--- src/rtl/event_emitter_pkg.sv ---
// Shared types and the event-word packing helper for the spike-event FIFO protocol.
// The capture stage unpacks with the same layout: {ts, x, y, spikes}, spikes in the LSBs.
package event_emitter_pkg;

   typedef enum logic [1:0] {
      RUN   = 2'd0,
      DRAIN = 2'd1,
      MARK  = 2'd2
   } emit_state_t;

   // Widest word the helper can build; callers truncate to their own DATA_W.
   localparam int PACK_W = 64;

   function automatic logic [PACK_W-1:0] pack_event(
      input logic              ts,
      input logic [PACK_W-1:0] x,
      input logic [PACK_W-1:0] y,
      input logic [PACK_W-1:0] spikes,
      input int                coord_bits,
      input int                channels
   );
      return (PACK_W'(ts) << (2*coord_bits + channels))
           | (x << (coord_bits + channels))
           | (y << channels)
           | spikes;
   endfunction

endpackage

--- src/rtl/event_emitter_if.sv ---
// Handshake bundle of the event emitter: upstream event channel, marker request
// channel and the downstream layer-FIFO write port.
interface event_emitter_if #(
   parameter int COORD_BITS = 7,
   parameter int CHANNELS   = 8
);
   localparam int DATA_W = 2*COORD_BITS + CHANNELS + 1;

   logic                  ev_valid;
   logic                  ev_ready;
   logic [COORD_BITS-1:0] ev_x;
   logic [COORD_BITS-1:0] ev_y;
   logic [CHANNELS-1:0]   ev_spikes;
   logic                  ts_valid;
   logic                  ts_ready;
   logic [DATA_W-1:0]     fifo_write_data;
   logic                  fifo_write_en;
   logic                  fifo_full_next;

   // Master: the producer datapath together with the downstream FIFO.
   modport master (
      output ev_valid, ev_x, ev_y, ev_spikes, ts_valid, fifo_full_next,
      input  ev_ready, ts_ready, fifo_write_data, fifo_write_en
   );

   modport slave (
      input  ev_valid, ev_x, ev_y, ev_spikes, ts_valid, fifo_full_next,
      output ev_ready, ts_ready, fifo_write_data, fifo_write_en
   );
endinterface

--- src/rtl/event_emit_buf.sv ---
// Two-entry FIFO of packed event words; push and pop may happen on the same edge.
module event_emit_buf #(
   parameter int W = 8
) (
   input  logic         clk,
   input  logic         rst_n,
   input  logic         push,
   input  logic         pop,
   input  logic [W-1:0] wdata,
   output logic [W-1:0] rdata,
   output logic         full,
   output logic         empty
);
   logic [W-1:0] mem_q [2];
   logic         rd_ptr_q;
   logic         wr_ptr_q;
   logic [1:0]   cnt_q;

   always_ff @(posedge clk) begin
      if (!rst_n) begin
         rd_ptr_q <= 1'b0;
         wr_ptr_q <= 1'b0;
         cnt_q    <= 2'd0;
      end else begin
         if (push) wr_ptr_q <= ~wr_ptr_q;
         if (pop)  rd_ptr_q <= ~rd_ptr_q;
         cnt_q <= cnt_q + {1'b0, push} - {1'b0, pop};
      end
   end

   // NOTE: storage is deliberately left out of reset; cnt_q alone defines which entries are valid.
   always_ff @(posedge clk) begin
      if (push) mem_q[wr_ptr_q] <= wdata;
   end

   assign rdata = mem_q[rd_ptr_q];
   assign full  = (cnt_q == 2'd2);
   assign empty = (cnt_q == 2'd0);

endmodule

--- src/rtl/event_emitter.sv ---
// Transmit side of the spike-event FIFO protocol: packs spike vectors into event
// words, writes them downstream and inserts timestep markers after earlier events.
module event_emitter
   import event_emitter_pkg::*;
#(
   parameter int COORD_BITS = 7,
   parameter int CHANNELS   = 8,
   parameter int COUNT_W    = 16
) (
   input  logic               clk,
   input  logic               rst_n,
   input  logic               enable,
   event_emitter_if.slave     bus,
   output logic               busy,
   output logic [COUNT_W-1:0] event_count
);
   localparam int DATA_W = 2*COORD_BITS + CHANNELS + 1;

   emit_state_t        state_q, state_d;
   logic               wr_en_q, wr_en_d;
   logic [DATA_W-1:0]  data_q, data_d;
   logic               ts_ready_q, ts_ready_d;
   logic [COUNT_W-1:0] count_q, count_d;

   logic               buf_push, buf_pop, buf_full, buf_empty;
   logic [DATA_W-1:0]  buf_rdata, event_word, marker_word;
   logic               ev_ready;

   assign event_word  = DATA_W'(pack_event(1'b0, PACK_W'(bus.ev_x), PACK_W'(bus.ev_y),
                                           PACK_W'(bus.ev_spikes), COORD_BITS, CHANNELS));
   assign marker_word = DATA_W'(pack_event(1'b1, '0, '0, '0, COORD_BITS, CHANNELS));

   // Held low while reset is asserted so nothing is accepted into a buffer being cleared.
   assign ev_ready = rst_n & enable & (state_q == RUN) & ~buf_full;
   // Zero spike vectors complete the handshake but are dropped here.
   assign buf_push = bus.ev_valid & ev_ready & (|bus.ev_spikes);

   event_emit_buf #(.W(DATA_W)) u_buf (
      .clk   (clk),
      .rst_n (rst_n),
      .push  (buf_push),
      .pop   (buf_pop),
      .wdata (event_word),
      .rdata (buf_rdata),
      .full  (buf_full),
      .empty (buf_empty)
   );

   // NOTE: every always_comb output gets a default first so no path can infer a latch.
   always_comb begin
      state_d    = state_q;
      wr_en_d    = 1'b0;
      data_d     = data_q;
      ts_ready_d = 1'b0;
      count_d    = count_q;
      buf_pop    = 1'b0;

      if (enable) begin
         if (!buf_empty && !bus.fifo_full_next) begin
            buf_pop = 1'b1;
            wr_en_d = 1'b1;
            data_d  = buf_rdata;
            if (count_q != '1) count_d = count_q + 1'b1;
         end

         unique case (state_q)
            // ts_ready_q masks the request still high in the cycle its marker goes out.
            RUN:     if (bus.ts_valid && !ts_ready_q) state_d = DRAIN;
            DRAIN:   if (buf_empty) state_d = MARK;
            MARK: begin
               if (!bus.fifo_full_next) begin
                  wr_en_d    = 1'b1;
                  data_d     = marker_word;
                  ts_ready_d = 1'b1;
                  state_d    = RUN;
               end
            end
            default: state_d = RUN;
         endcase
      end
   end

   // NOTE: state registers use non-blocking assignments so every flop samples pre-edge values.
   always_ff @(posedge clk) begin
      if (!rst_n) begin
         state_q    <= RUN;
         wr_en_q    <= 1'b0;
         data_q     <= '0;
         ts_ready_q <= 1'b0;
         count_q    <= '0;
      end else begin
         state_q    <= state_d;
         wr_en_q    <= wr_en_d;
         data_q     <= data_d;
         ts_ready_q <= ts_ready_d;
         count_q    <= count_d;
      end
   end

   assign bus.ev_ready        = ev_ready;
   assign bus.ts_ready        = ts_ready_q;
   assign bus.fifo_write_en   = wr_en_q;
   assign bus.fifo_write_data = data_q;
   assign busy                = ~buf_empty | (state_q != RUN);
   assign event_count         = count_q;

endmodule

--- src/flat_wrapper.sv ---
// flat-port wrapper written by rule: the top's interface ports become plain ports
module event_emitter_flat import event_emitter_pkg::*;
#(
   parameter int COORD_BITS = 7,
   parameter int CHANNELS   = 8,
   parameter int COUNT_W    = 16
)
  (clk, rst_n, enable, busy, event_count, bus_ev_valid, bus_ev_x, bus_ev_y, bus_ev_spikes, bus_ts_valid, bus_fifo_full_next, bus_ev_ready, bus_ts_ready, bus_fifo_write_data, bus_fifo_write_en);
  event_emitter_if #(.COORD_BITS(COORD_BITS), .CHANNELS(CHANNELS)) bus_i ();
  input  logic clk;
  input  logic rst_n;
  input  logic enable;
  output logic busy;
  output logic [COUNT_W-1:0] event_count;
  input wire logic [$bits(bus_i.ev_valid)-1:0] bus_ev_valid;
  input wire logic [$bits(bus_i.ev_x)-1:0] bus_ev_x;
  input wire logic [$bits(bus_i.ev_y)-1:0] bus_ev_y;
  input wire logic [$bits(bus_i.ev_spikes)-1:0] bus_ev_spikes;
  input wire logic [$bits(bus_i.ts_valid)-1:0] bus_ts_valid;
  input wire logic [$bits(bus_i.fifo_full_next)-1:0] bus_fifo_full_next;
  output wire logic [$bits(bus_i.ev_ready)-1:0] bus_ev_ready;
  output wire logic [$bits(bus_i.ts_ready)-1:0] bus_ts_ready;
  output wire logic [$bits(bus_i.fifo_write_data)-1:0] bus_fifo_write_data;
  output wire logic [$bits(bus_i.fifo_write_en)-1:0] bus_fifo_write_en;
  assign bus_i.ev_valid = bus_ev_valid;
  assign bus_i.ev_x = bus_ev_x;
  assign bus_i.ev_y = bus_ev_y;
  assign bus_i.ev_spikes = bus_ev_spikes;
  assign bus_i.ts_valid = bus_ts_valid;
  assign bus_i.fifo_full_next = bus_fifo_full_next;
  assign bus_ev_ready = bus_i.ev_ready;
  assign bus_ts_ready = bus_i.ts_ready;
  assign bus_fifo_write_data = bus_i.fifo_write_data;
  assign bus_fifo_write_en = bus_i.fifo_write_en;
  event_emitter #(.COORD_BITS(COORD_BITS), .CHANNELS(CHANNELS), .COUNT_W(COUNT_W)) u_core (.clk(clk), .rst_n(rst_n), .enable(enable), .bus(bus_i), .busy(busy), .event_count(event_count));
endmodule
--- config.mk ---
export PLATFORM = sky130hd
export DESIGN_NAME = event_emitter_flat
export DESIGN_NICKNAME = d
export VERILOG_FILES = /design/src/rtl/event_emitter_pkg.sv /design/src/rtl/event_emitter_if.sv /design/src/rtl/event_emit_buf.sv /design/src/rtl/event_emitter.sv /design/src/flat_wrapper.sv
export SDC_FILE = /design/constraint.sdc
export NUM_CORES = 1
export LEC_CHECK = 0
export CAP_MARGIN = 15
export CORE_MARGIN = 2
export CORE_UTILIZATION = 50
export DETAILED_ROUTE_END_ITERATION = 6
export DONT_BUFFER_PORTS = 1
export PLACE_DENSITY_LB_ADDON = 0.25
export SLEW_MARGIN = 10
export SYNTH_ARGS = -nofsm -noshare
export SYNTH_HDL_FRONTEND = slang
export SYNTH_SLANG_ARGS = --single-unit
--- constraint.sdc ---
create_clock -name clk -period 2.72 [get_ports clk]
set_clock_uncertainty 0.15 [all_clocks]
set_input_delay 0.272 -clock clk [delete_from_list [all_inputs] [get_ports clk]]
set_output_delay 0.272 -clock clk [all_outputs]
set_load 0.1 [all_outputs]
======== Yosys cells after proc, flatten, opt, wreduce, memory -nomap -nowiden ========
Memories as Yosys holds them, arrays and structs flattened. A register that Yosys moved wholly into a read port is not among the register bits.
Cells that the tools add are included.
word-level totals
  bits in writable memories ............... 46
  bits of input ports ..................... 28
  memories kept ........................... 1
  register bits ........................... 47
  word-level logic and storage cells ...... 60
memories
  name                depth  width  rd ports  clocked after memory_dff  write ports  line                  source
  u_core.u_buf.mem_q  2      23     1         1                         1            event_emit_buf.sv:14  logic [W-1:0] mem_q [2];
operators by class
  add/subtract/negate cells ............... 3
  mux-type cells .......................... 16
  bitwise gates (word level) .............. 12
  reduce and logical (&&, ||, !) cells .... 13
  eq/ne operators ......................... 7
operators with widths
  cell                   number
  $mux 23                3
  $or 23x8->23           1
  $or 22x15->22          1
  $add 16x1->16 const B  1
  $ne 16x16->1 const B   1
  $mux 1                 9
  $reduce_or 8->1        1
  $mux 2                 3
  $pmux 2 s3             1
  $reduce_and 3->1       2
  $and 1x1->1            5
  $eq 2x2->1 const B     2
  $logic_not 2->1        2
  $ne 2x2->1 const B     2
  $not 1->1              4
  $reduce_and 4->1       1
  $logic_not 1->1        3
  $add 2x1->2            1
  $eq 2x1->1 const B     1
  $logic_and 1x1->1      2
  $ne 2x1->1 const B     1
  $reduce_and 2->1       1
  $reduce_bool 2->1      1
  $sub 2x1->2            1
  $or 1x1->1             1

======== Depth between registers and ports, before layout ========
Gate-level depths: netlist (run 1).
  depth in word-level cells ............... 7
  mapped depth ............................ 11
  depth with buffers taken out ............ 9

======== By module ========
Synthesis (run 1) repeated with hierarchy kept, for this count alone.
second synthesis, totals
  cell total of the unflattened synthesis .. 299
  area, all modules ....................... 3778.6 um2
by module, submodules not included
  module          instances  cells each  area an instance (um2)  sequential area each (um2)
  event_emitter   1          207         1890.6                  860.8
  event_emit_buf  1          92          1888.1                  1481.4

======== Worst setup path before layout (run 1) ========
Ideal clock, no wire load.
  path kind ............................... flip-flop to flip-flop
  from .................................... register u_core.state_q[1]
  to ...................................... memory u_core.u_buf.mem_q[1][0] (netlist bit), enable pin
  stages on the path, launching flop included .. 5
  clock period less this slack ............ 3.163 ns
  required time ........................... 2.169 ns
  path slack .............................. -0.443 ns
  buffers on the path ..................... 0
  data arrival time ....................... 2.612 ns
  cells stage by stage .................... dfxtp_1 nor3b_1 and3_1 nand3_1 nor2_1
on the way
  word-level cells in the longest chain between the ends .. 7
ends and longest elaborated chain
  what                          line                  source
  start: declaration            event_emitter.sv:19   emit_state_t state_q, state_d;
  start signal: assignment      event_emitter.sv:92   state_q <= state_d;
  $logic_not 2->1               event_emitter.sv:34   assign ev_ready = rst_n & enable & (state_q == RUN) & ~buf_full;
  $and 1x1->1 (2 in a row)      event_emitter.sv:34
  net bus_ev_ready              flat_wrapper.sv:21    output wire logic [$bits(bus_i.ev_ready)-1:0] bus_ev_ready;
  $and 1x1->1 (2 in a row)      event_emitter.sv:36   assign buf_push = bus.ev_valid & ev_ready & (|bus.ev_spikes);
  $mux 1                        event_emit_buf.sv:33  if (push) mem_q[wr_ptr_q] <= wdata;
  $mux 1 (not written as such)  event_emit_buf.sv:33
  end: declaration              event_emit_buf.sv:14
The timed path passes the listed nets, and every way through them passes these cells.

======== Final worst setup path (run 1) ========
  from .................................... register u_core.state_q[1]
  to ...................................... memory u_core.u_buf.mem_q[0][13] (netlist bit), enable pin
on the way
  word-level cells in the longest chain between the ends .. 7
ends and longest elaborated chain
  what                          line
  $logic_not 2->1               event_emitter.sv:34
  $and 1x1->1 (2 in a row)      event_emitter.sv:34
  $and 1x1->1 (2 in a row)      event_emitter.sv:36
  $mux 1                        event_emit_buf.sv:33
  $mux 1 (not written as such)  event_emit_buf.sv:33
No other way between the ends.

==> impl_results.md, run 1 <==
- Die Ht: 89.5 µm
- CTS tree: built
- Post-route ant nets: 0
- Async S/R FF share, synth: 0
- Die area: 0.00801 mm²
- Num Clock Sinks: 92
- Commonest non-fill, non-tap cell in the layout: buf_4
- Synth Register Bits: 92
- Fmax: 458 MHz
- Setup crit end kind: flop
- Core Util, Final: 0.637
- Yosys warns: 0
- Fin crit period: 2.19 ns
- Net count reported at finish: 401
- Mapped Nets: 327
- Grt ovf: 0
- Hold endpoint: u_core.state_q[1]
- Synth cell types: 48
- Root buf cell: clkbuf_8
- Power per cell area: 610 mW/mm²
- Relative slew slack: 0.382
- Synth top area share: 0.361
- Die W: 89.5 µm
- Final period util: 0.804
- Worst hold start: bus_fifo_full_next
- Placer Congestion: 0.839
- Post-route cell area: 0.00457 mm²
- Total routed wirelength: 7410 µm
- Core box area: 0.00718 mm²
- Routed vias/inst: 5.47
- Cells on worst reg2reg path: 6
- Share of layout cells above drive strength 1: 0.275
- # H-tree levels: 3
- Reg2reg start: u_core.state_q[1]
- CTS buffer count: 9
- # DRC: 0
- Vias in the first global route: 2,456
- RSZ-0062 raised after global routing: false
- Top_reg_cell synth: dfxtp_1
- Initial core utilization: 0.510
- Clock-pin slew on the worst setup and hold paths: 0.09 ns
- Setup slack at placement: 0.540 ns
- WS Path Type: reg2reg
- CTS max path bufs: 2
- Placed Cells: 432
- Fin. Hold Viols: 0
- Max-Cap Viols: 0
- Cell taking the most area after synthesis: edfxtp_1
- Post-detailed-placement half-perimeter wirelength: 4820 µm
- Avg Inst Size Synth: 12.4 µm²
- # rows: 31
- Drt first-iter violations: 141
- Area delta synth->final: 25.0%
- Global Route Usage Sum: 0.199
- Worst skew pair latency: 0.35 ns
- Top cells by area, synth: edfxtp_1 (36%), dfxtp_1 (26%), mux2_2 (6.8%), a22oi_1 (4.5%), nor2_1 (3.4%)
- Status: completed
- Max Slew Vio Count: 0
- Slew @ Worst Pin: 0.926 ns
- Worst Hold Class: in2reg
- Worst reg-to-reg setup slack: 0.53 ns
- Dpl cell area: 0.00410 mm²
- Number of diodes: 0
- Post-synthesis sequential area ratio: 0.624
- Final WS setup: 0.534 ns
- Wire length of the first global-routing pass: 11,800 µm
- Hold Path Depth: 3
- Max rail drop VDD: 0.000271 V
- Critical Path Source Type: flop
- Initial antenna violation count: 0
- Final std cells w/o fill: 474
- Largest net degree at the start of global routing: 29
- Critical register-to-register path endpoint: u_core.u_buf.mem_q[0][13]
- Post-synth EDFFs: 44
- # IOs: 71
- # setup viols final: 0
- Mapped Area: 0.00366 mm²
- Fill count: 591
- Syn Inst Count: 296
- CP arrival: 2.07 ns
- PortBufs: 0
- Most frequent cells in the layout: buf_4 (51), dfxtp_1 (48), edfxtp_1 (44)
- Initial DRT Pass Iterations: 4
- Post-CTS Setup Bufs: 0
- CP Max Fanout: 22
- Vias: 2,592
- Setup Total Neg Slack: 0 ns
- Drt wl/cell: 15.6 µm
- Leak Pwr: 1.67 nW
- CP required: 2.60 ns
through the flow:
step / hold slack (ns) / total power (W)
after floorplan: 0.221 / 0.00178
after global placement: 0.221 / 0.00183
after detailed placement: 0.221 / 0.00184
after CTS: 0.000803 / 0.00282
after global routing: 0.0453 / 0.00289
final: 0.0236 / 0.00279
worst max-delay path, cell delays in order (launching register included):
cell and delay (ns):
dfxtp_1 0.38, nor3b_1 0.25, and3_2 0.23, buf_4 0.30
nand4_1 0.16, inv_1 0.08, buf_4 0.30
layout make-up:
cell class                 instances  area, µm²  share of cell area
timing repair buffer              77        643               0.141
clock buffer                      10        138              0.0301
inverter                           8       30.0             0.00657
sequential                        92       2280               0.499
tap                               99        124              0.0271
multi-input combinational        182       1280               0.281
clock inverter                     6       71.3              0.0156
flip-flops by register name, indices dropped and copies added (netlist names), named ones only:
| register | count |
|---|---|
| u_core.bus.fifo_write_en | 1 |
| u_core.u_buf.rd_ptr_q | 1 |
| u_core.state_q | 2 |
| u_core.bus.ts_ready | 1 |
| u_core.bus.fifo_write_data | 23 |
| u_core.u_buf.cnt_q | 2 |
| u_core.event_count | 16 |
| u_core.u_buf.wr_ptr_q | 1 |
| u_core.u_buf.mem_q | 44 |
logic make-up after synthesis:
| family | share of synthesized area |
|---|---|
| compound gates | 0.106 |
| buf+inv | 0.0294 |
| mux | 0.0787 |
| simple gates | 0.144 |
| flops | 0.624 |
| fa+ha+maj | 0.0103 |
| xor+xnor | 0.00719 |
where the power goes:
part           internal, W  switching [W]
sequential         0.00148      0.0000228
combinational     0.000109       0.000227
clock             0.000459       0.000489
total              0.00205       0.000739
how the worst max path moves through the flow:
| stage | startpoint | end | slack, ns |
|---|---|---|---|
| 2_1_floorplan | u_core.event_count[1] | u_core.event_count[13] | 0.15 |
| 3_3_place_gp | u_core.state_q[1] | u_core.u_buf.mem_q[0][18] | 0.57 |
| 3_5_place_dp | u_core.state_q[1] | u_core.u_buf.mem_q[0][14] | 0.54 |
| 4_1_cts | u_core.state_q[1] | u_core.u_buf.mem_q[0][0] | 0.53 |
| 5_1_grt | u_core.state_q[1] | u_core.u_buf.mem_q[0][16] | 0.38 |
| 6_report | u_core.state_q[1] | u_core.u_buf.mem_q[0][13] | 0.53 |
synth_stat cells (all sizes together), types with 4 or more instances:
| master | instances |
|---|---|
| a21oi | 13 |
| a22oi | 22 |
| buf | 7 |
| clkbuf | 7 |
| dfxtp | 48 |
| edfxtp | 44 |
| inv | 8 |
| mux2 | 22 |
| mux2i | 4 |
| nand2 | 13 |
| nand2b | 5 |
| nand3 | 9 |
| nand4 | 6 |
| nor2 | 33 |
| nor4 | 6 |
| o21ai | 5 |
| o31ai | 6 |
| or3 | 5 |
| or4 | 5 |
layer usage:
layer	global-route usage	vias to the layer above	part of all wire
met2	0.301	90	0.46
li1	-	1255	-
met5	0	-	0
met4	0.0923	0	0.019
met3	0.0452	12	0.071
met1	0.273	1235	0.45
repair_timing:
action                    in CTS  in global routing
hold buffers                  26                  0
gates resized for setup        0                  0
hold endpoints to repair      55                  0
(Power assumes the default switching activity.)
==> run 2: changes to the inputs <==
Clock period 2.72 ns to 2.3 ns, I/O delays scaled along.
==> impl_results.md, run 2 (synthesis gave the netlist of run 1 again) <==
- Worst hold start: enable
- CP Max Fanout: 5
- # H-tree levels: 3
- # DRC: 0
- Power per cell area: 686 mW/mm²
- Core box area: 0.00718 mm²
- CP arrival: 2.18 ns
- Final period util: 0.912
- # rows: 31
- Critical Path Source Type: flop
- Clock-pin slew on the worst setup and hold paths: 0.09 ns
- Drt first-iter violations: 122
- Worst skew pair latency: 0.35 ns
- Max-Cap Viols: 0
- Cells on worst reg2reg path: 9
- Most frequent cells in the layout: buf_4 (50), edfxtp_1 (44), dfxtp_1 (35)
- Post-route cell area: 0.00463 mm²
- WS Path Type: reg2reg
- Number of buffer and inverter stages on the critical path: 1
- Hold Path Depth: 4
- Reg2reg start: u_core.state_q[0]
- Worst Hold Class: in2reg
- CP most frequent cell: ha_1
- Critical Path Max Stage Delay: 0.35 ns
- Placer Congestion: 0.797
- Grt ovf: 0
- Root buf cell: clkbuf_8
- Delay-heaviest family, CP: simple AND/OR/NAND/NOR gates
- Setup Total Neg Slack: 0 ns
- Top reg by flops: u_core.u_buf.mem_q
- # IOs: 71
- CTS buffer count: 9
- Hold endpoint: u_core.state_q[1]
- Die Ht: 89.5 µm
- Dpl cell area: 0.00418 mm²
- Initial core utilization: 0.510
- Num Clock Sinks: 92
- Max reg flops: 44
- Final WS setup: 0.203 ns
- Total routed wirelength: 7850 µm
- PortBufs: 0
- CP required: 2.39 ns
- Number of diodes: 0
- Slew @ Worst Pin: 0.501 ns
- Fmax: 477 MHz
- Vias: 2,627
- Levels on crit path: 9
- Total power: 0.00318 W
- Leak Pwr: 1.68 nW
- Fin crit period: 2.10 ns
- Vias in the first global route: 2,519
- Initial antenna violation count: 0
- Wire length of the first global-routing pass: 12,100 µm
- Max rail drop VDD: 0.000603 V
- Setup slack at placement: 0.116 ns
- Post-detailed-placement half-perimeter wirelength: 4910 µm
- CTS tree: built
- Net count reported at finish: 404
- Core Util, Final: 0.646
- Critical register-to-register path endpoint: u_core.u_buf.cnt_q[1]
- Max Slew Vio Count: 0
- Drt wl/cell: 16.4 µm
- Relative slew slack: 0.665
- Fin. Hold Viols: 0
- Largest net degree at the start of global routing: 31
- Global Route Usage Sum: 0.202
- # setup viols final: 0
- Routed vias/inst: 5.51
- Setup crit end kind: flop
- Initial DRT Pass Iterations: 4
- CTS max path bufs: 2
- Commonest non-fill, non-tap cell in the layout: buf_4
- Die area: 0.00801 mm²
- Crit-path cells: nor3b_2 > and3_4 > nand3_1 > ha_1 > inv_1 > ha_1 > xor2_1 > xnor2_1 > nor2_1
- Share of layout cells above drive strength 1: 0.310
- Post-route ant nets: 0
- Status: completed
- Die W: 89.5 µm
- Area delta synth->final: 26.7%
- RSZ-0062 raised after global routing: false
- Worst reg-to-reg setup slack: 0.20 ns
- Crit path max-delay cell type: dfxtp_1
## run 2: power by group
part / switching [W] / internal, W / total (W)
clock network: 0.000555 / 0.000425 / 0.000980
logic: 0.000285 / 0.000138 / 0.000423
registers: 0.0000179 / 0.00175 / 0.00177
## run 2: worst min-delay path, cell delays in order
cell	delay (ns)
inv_1	0.09
a21o_1	0.10
a32oi_1	0.05
nor2_1	0.07
## run 2: metrics by stage
step           hold WS, ns  instances
2_1_floorplan        0.179        296
3_3_place_gp         0.179        434
3_5_place_dp         0.179        434
4_1_cts             0.0735        477
5_1_grt             0.0802        477
6_report            0.0793        477
## run 2: layout make-up
cell class | instances | area (µm²)
Timing Repair Buffer | 80 | 706
Sequential cell | 92 | 2300
Multi-Input combinational cell | 182 | 1300
Clock inverter | 5 | 36.3
Inverter | 8 | 30.0
Clock buffer | 11 | 141
Fill cell | 564 | 2540
Tap cell | 99 | 124
## run 2: worst max-delay path by stage
stage / startpoint / end
floorplan: u_core.event_count[7] / u_core.event_count[13]
global placement: u_core.state_q[0] / u_core.u_buf.cnt_q[1]
detailed placement: u_core.state_q[0] / u_core.u_buf.cnt_q[1]
CTS: u_core.state_q[0] / u_core.u_buf.cnt_q[1]
global route: u_core.state_q[0] / u_core.u_buf.cnt_q[1]
finish: u_core.state_q[0] / u_core.u_buf.cnt_q[1]
## run 2: metal layers
layer | vias to the layer above | share of wire | global-route usage
li1 | 1267 | - | -
met1 | 1286 | 0.44 | 0.253
met2 | 61 | 0.49 | 0.340
met3 | 13 | 0.059 | 0.0711
met4 | 0 | 0.012 | 0.0448
met5 | - | 0 | 0
## run 2: repair_timing
action / in CTS / in global routing
endpoints found under the hold margin: 55 / 0
resized for setup: 0 / 1
buffers inserted: 0 / 0
setup endpoints to repair: 0 / 1
hold buffers: 27 / 0
